`src/rtl/instruction_fetch.sv`:
```
// Fetch stage: one word read per instruction on a valid/ready memory port,
// held for decode behind a valid/ready handshake; flush drops in-flight work.
//
// state  | meaning
// ISSUE  | request word at program counter (or fault if misaligned)
// WAIT   | request accepted, awaiting response
// HOLD   | instruction register live, waiting for decode
// DRAIN  | flushed while outstanding; swallow the response
// FAULT  | misaligned PC seen; stuck until reset
module instruction_fetch #(
  parameter int ADDRESS_WIDTH = 32
) (
  input  logic                     i_clock,
  input  logic                     i_reset,
  input  logic [ADDRESS_WIDTH-1:0] i_program_counter,
  input  logic                     i_flush,
  output logic                     o_memory_request_valid,
  input  logic                     i_memory_request_ready,
  output logic [ADDRESS_WIDTH-1:0] o_memory_address,
  input  logic                     i_memory_response_valid,
  input  logic [31:0]              i_memory_response_data,
  output logic                     o_instruction_valid,
  input  logic                     i_instruction_ready,
  output logic [31:0]              o_instruction,
  output logic [ADDRESS_WIDTH-1:0] o_instruction_address,
  output logic                     o_advance,
  output logic                     o_misaligned
);

  typedef enum logic [2:0] {
    S_ISSUE = 3'd0,
    S_WAIT  = 3'd1,
    S_HOLD  = 3'd2,
    S_DRAIN = 3'd3,
    S_FAULT = 3'd4
  } state_t;

  state_t                     r_state;
  logic [ADDRESS_WIDTH-1:0]   r_fetch_address;
  logic                       r_instruction_valid;
  logic [31:0]                r_instruction;
  logic [ADDRESS_WIDTH-1:0]   r_instruction_address;
  logic                       r_misaligned;

  logic                       w_aligned;
  logic                       w_request_fire;

  assign w_aligned      = (i_program_counter[1:0] == 2'b00);
  assign w_request_fire = o_memory_request_valid & i_memory_request_ready;

  // Request and advance are combinational so a handshake costs no extra cycle;
  // both are masked while reset is asserted.
  assign o_memory_request_valid = ~i_reset & (r_state == S_ISSUE) & w_aligned;
  assign o_memory_address       = i_program_counter;
  assign o_advance              = ~i_reset & (r_state == S_HOLD) & i_instruction_ready & ~i_flush;

  assign o_instruction_valid   = r_instruction_valid;
  assign o_instruction         = r_instruction;
  assign o_instruction_address = r_instruction_address;
  assign o_misaligned          = r_misaligned;

  always_ff @(posedge i_clock) begin
    if (i_reset) begin
      r_state               <= S_ISSUE;
      r_fetch_address       <= '0;
      r_instruction_valid   <= 1'b0;
      r_instruction         <= 32'h0;
      r_instruction_address <= '0;
      r_misaligned          <= 1'b0;
    end else begin
      case (r_state)
        S_ISSUE: begin
          if (!w_aligned) begin
            r_misaligned <= 1'b1;
            r_state      <= S_FAULT;
          end else if (w_request_fire) begin
            r_fetch_address <= i_program_counter;
            r_state         <= S_WAIT;
          end
        end
        S_WAIT: begin
          if (i_memory_response_valid) begin
            if (i_flush) begin
              r_state <= S_ISSUE;
            end else begin
              r_instruction         <= i_memory_response_data;
              r_instruction_address <= r_fetch_address;
              r_instruction_valid   <= 1'b1;
              r_state               <= S_HOLD;
            end
          end else if (i_flush) begin
            r_state <= S_DRAIN;
          end
        end
        S_HOLD: begin
          if (i_flush || i_instruction_ready) begin
            r_instruction_valid <= 1'b0;
            r_state             <= S_ISSUE;
          end
        end
        S_DRAIN: begin
          if (i_memory_response_valid) begin
            r_state <= S_ISSUE;
          end
        end
        S_FAULT: begin
          r_misaligned <= 1'b1;
        end
        default: begin
          r_state <= S_ISSUE;
        end
      endcase
    end
  end

endmodule

```
`config.mk`:
```
export PLATFORM = sky130hd
export DESIGN_NAME = instruction_fetch
export DESIGN_NICKNAME = d
export VERILOG_FILES = /design/src/rtl/instruction_fetch.sv
export SDC_FILE = /design/constraint.sdc
export NUM_CORES = 1
export LEC_CHECK = 0
export ABC_AREA = 1
export BUFFER_PORTS_ARGS = -buffer_cell sky130_fd_sc_hd__buf_2
export CAP_MARGIN = 20
export CORE_MARGIN = 4
export CORE_UTILIZATION = 49
export CTS_BUF_LIST = sky130_fd_sc_hd__clkbuf_8
export DETAILED_ROUTE_END_ITERATION = 16
export GPL_TIMING_DRIVEN = 0
export PLACE_DENSITY = 0.8
export SLEW_MARGIN = 20
export SYNTH_ARGS = -nofsm -noshare
export SYNTH_HDL_FRONTEND = slang
export SYNTH_SLANG_ARGS = --single-unit
```
`constraint.sdc`:
```
create_clock -name i_clock -period 1.5 [get_ports i_clock]
set_input_delay 0.3 -clock i_clock [delete_from_list [all_inputs] [get_ports i_clock]]
set_output_delay 0.3 -clock i_clock [all_outputs]
set_load 0.02 [all_outputs]
```
==> results.txt <==
Fmax achieved -> 665.1 MHz
Largest net degree at the start of global routing -> 17
First drt pass iteration count -> 5
Post-synthesis simple-gate area fraction -> 14.12%
Synth area leaders -> dfxtp_1 (52%), nor2_1 (7.8%), o21ai_0 (7.4%), buf_4 (7.0%), o31ai_1 (5.8%)
Post-Synth XOR/XNOR Area -> 0%
DRT Wirelength -> 10270 µm
First-pass GRT wire length -> 16680 µm
Clk buf depth -> 2
Via-per-instance ratio -> 4.855
DRC -> 0
GRT Total Usage -> 21.42%
Post-Place Cells -> 745
Initial antenna violation count -> 0
Mapped Area -> 3881 µm²
Clock Sinks -> 101
Endpoint class of the critical path -> output port
Arrival time worst endpoint -> 1.20 ns
P_sw -> 2049 µW
Die span in x -> 97 µm
H-tree depth -> 3
Post-synth cell types -> 21
Crit path kind -> flop to output port
Slew Viols, Final -> 0
Internal power -> 4548 µW
Register area share after synthesis -> 52.10%
Vias -> 3724
Final Hold Viols -> 0
Vias in the first global route -> 3530
Worst-margin pin slew -> 0.5203 ns
VDD IR max -> 0.0006978 V
Post-synthesis mux area share -> 0%
Avg Synthesized Cell Area -> 8.188 µm²
Final WS setup -> -0.003460 ns
Num ports -> 170
Final ANT Viol Nets -> 0
Initial drt markers -> 98
Core ar. -> 7727 µm²
# diodes -> 0
Detailed Place HPWL -> 7571 µm
Logic pwr share -> 24.6%
#FFs+latches synth -> 101
Synth Instances -> 474
Die Ht -> 97 µm
Clock power share -> 27.8%
Crit path time final -> 1.503 ns
Sequential Power Share -> 47.6%
Worst relative slew slack -> 65.31%
Die area -> 9409 µm²
Pwr Density -> 1250 nW/µm²
Yosys top cell by area -> dfxtp_1
Non-Filler Instances -> 767
CTS root buffer -> clkbuf_8
Worst EP required -> 1.20 ns
Nets -> 730
Reg2Reg Depth -> 8
Status -> finished, violations left
Post-synthesis compound-gate area fraction -> 19.08%
Clock Skew -> 0.01028 ns
Area Overhead vs Synth -> 35.98%
Crit path max fanout -> 4
Final setup vio count -> 2
Max cap viols -> 0
Dominant combinational cell family by area after synthesis -> compound AO/OA/AOI/OAI gates
Synthesis Warnings -> 0
Period utilisation layout -> 100.2%
# rows -> 32
Total CTS buffers -> 9
Switching share of total power -> 31.06%
Fraction of layout cells with a size suffix above 1 -> 38.80%
Syn Nets -> 544
Startpoint types -> flop
Worst skew pair latency -> 0.35 ns
Total power -> 6597 µW
Total global routing overflow -> 0
RSZ-0062 raised after global routing -> yes
Hold path cells -> 3
Clock transition at path regs -> 0.10 ns
Synth top area share -> 52.10%
I/O Buffers -> 169
Lkg Pwr -> 0.002606 µW
Failing checks -> setup timing
CTS tree -> yes
RD Place Congestion -> 0.7981
Wirelength per Cell -> 13.38 µm
Initial Util -> 50.23%
Synth Area in Adders -> 0%
Fin area -> 5278 µm²
Hold crit path type -> input port to flop
Placed Area -> 4870 µm²
Pre-CTS WS -> -0.4253 ns
flip-flops by register name (all words and copies together), names as in the netlist:
signal                 cells
o_misaligned               1
r_fetch_address           32
o_instruction_address     32
r_state                    3
o_instruction             32
o_instruction_valid        1
power groups by stage:
| stage | registers [µW] | clock network (µW) | logic (µW) |
|---|---|---|---|
| 4_1_cts | 3130 | 1860 | 1610 |
| 3_5_place_dp | 3160 | 0 | 1490 |
| 3_3_place_gp | 3150 | 0 | 1450 |
| 2_1_floorplan | 3370 | 0 | 753 |
| 6_report | 3140 | 1830 | 1630 |
| 5_1_grt | 3170 | 1990 | 1790 |
placed cells by master, fill, tap and decap left out, types with 3 or more instances in the layout:
cell      instances
buf_6            12
nor2_2            3
a21oi_1          34
o21ai_1          12
clkbuf_8         10
nor2_1           78
o21ai_0          57
nand3_1           5
inv_1            43
nor3_1            3
clkbuf_1          8
buf_4            42
o31ai_1          30
buf_2           168
nand2_1          38
dfxtp_1          98
path summary, 6_finish.rpt:
check / startpoint / end / slack, ns
max: r_state[2]$_SDFFE_PP0P_ / o_memory_request_valid / -0.003
min: i_program_counter[11] / r_fetch_address[11]$_SDFFE_PP0P_ / 0.15
max reg2reg: r_state[2]$_SDFFE_PP0P_ / o_instruction[31]$_SDFFE_PP0P_ / 0.02
min reg2reg: r_fetch_address[0]$_SDFFE_PP0P_ / r_fetch_address[0]$_SDFFE_PP0P_ / 0.45
per-layer routing:
layer / track usage, % / routed length (µm) / up-vias
li1: - / - / 1887
met1: 27.43 / 4380 / 1683
met2: 34.71 / 4933 / 131
met3: 4.758 / 694 / 23
met4: 9.287 / 256 / 0
met5: 0 / 0 / -
metrics by stage:
step | util, % | hold WS (ns) | setup TNS (ns)
after floorplan | - | 0.4127 | 0
after global placement | 63.02 | 0.4370 | -5.371
after detailed placement | 63.02 | 0.4434 | -9.949
after CTS | 67.44 | 0.1403 | -0.02073
after global routing | 68.30 | 0.1494 | -1.117
final | 68.30 | 0.1512 | -0.005425
synth_stat cells:
master    instances
o21ai_0          57
nor3_1            3
nand3_1           7
nor2_2            1
nor3_4            2
buf_1             1
o21ai_1          12
nor4_1            1
nand2_2           1
inv_2             1
inv_1            43
buf_4            36
nand2_1          38
o31ai_1          30
nor2_1           81
dfxtp_1         101
a21oi_1          34
clkbuf_2          1
buf_2            11
clkbuf_1         10
buf_6             3
layout make-up:
class,instances,area [µm²]
Buffer,62,484.2
Clock buffer,9,123.9
Clock inverter,7,90.09
Fill cell,638,2450
Inverter,44,167.7
Multi-Input combinational cell,267,1334
Sequential cell,101,2031
Tap cell,102,127.6
Timing Repair Buffer,175,919.6
repair_timing:
| item | 4_1_cts | 5_1_grt |
|---|---|---|
| hold buffers | 0 | 0 |
| hold endpoints to repair | 0 | 0 |
| setup endpoints to repair | 82 | 87 |
| resized for setup | 25 | 27 |
| setup buffers | 6 | 0 |
| pin swaps | 5 | 2 |
worst max-delay path, cell delays in order (launching register included):
cell	delay (ns)
dfxtp_4	0.37
nor2_4	0.12
nand3_2	0.11
nor2_1	0.10
buf_4	0.15
cells by family (layout without fill, tap and decap cells):
| family | after synthesis | count (layout) |
|---|---|---|
| buffers and inverters | 106 | 297 |
| AOI/OAI and AO/OA | 133 | 133 |
| and+or+nand+nor | 134 | 134 |
| DFF | 101 | 101 |
Power figures use the tool's default switching activity.
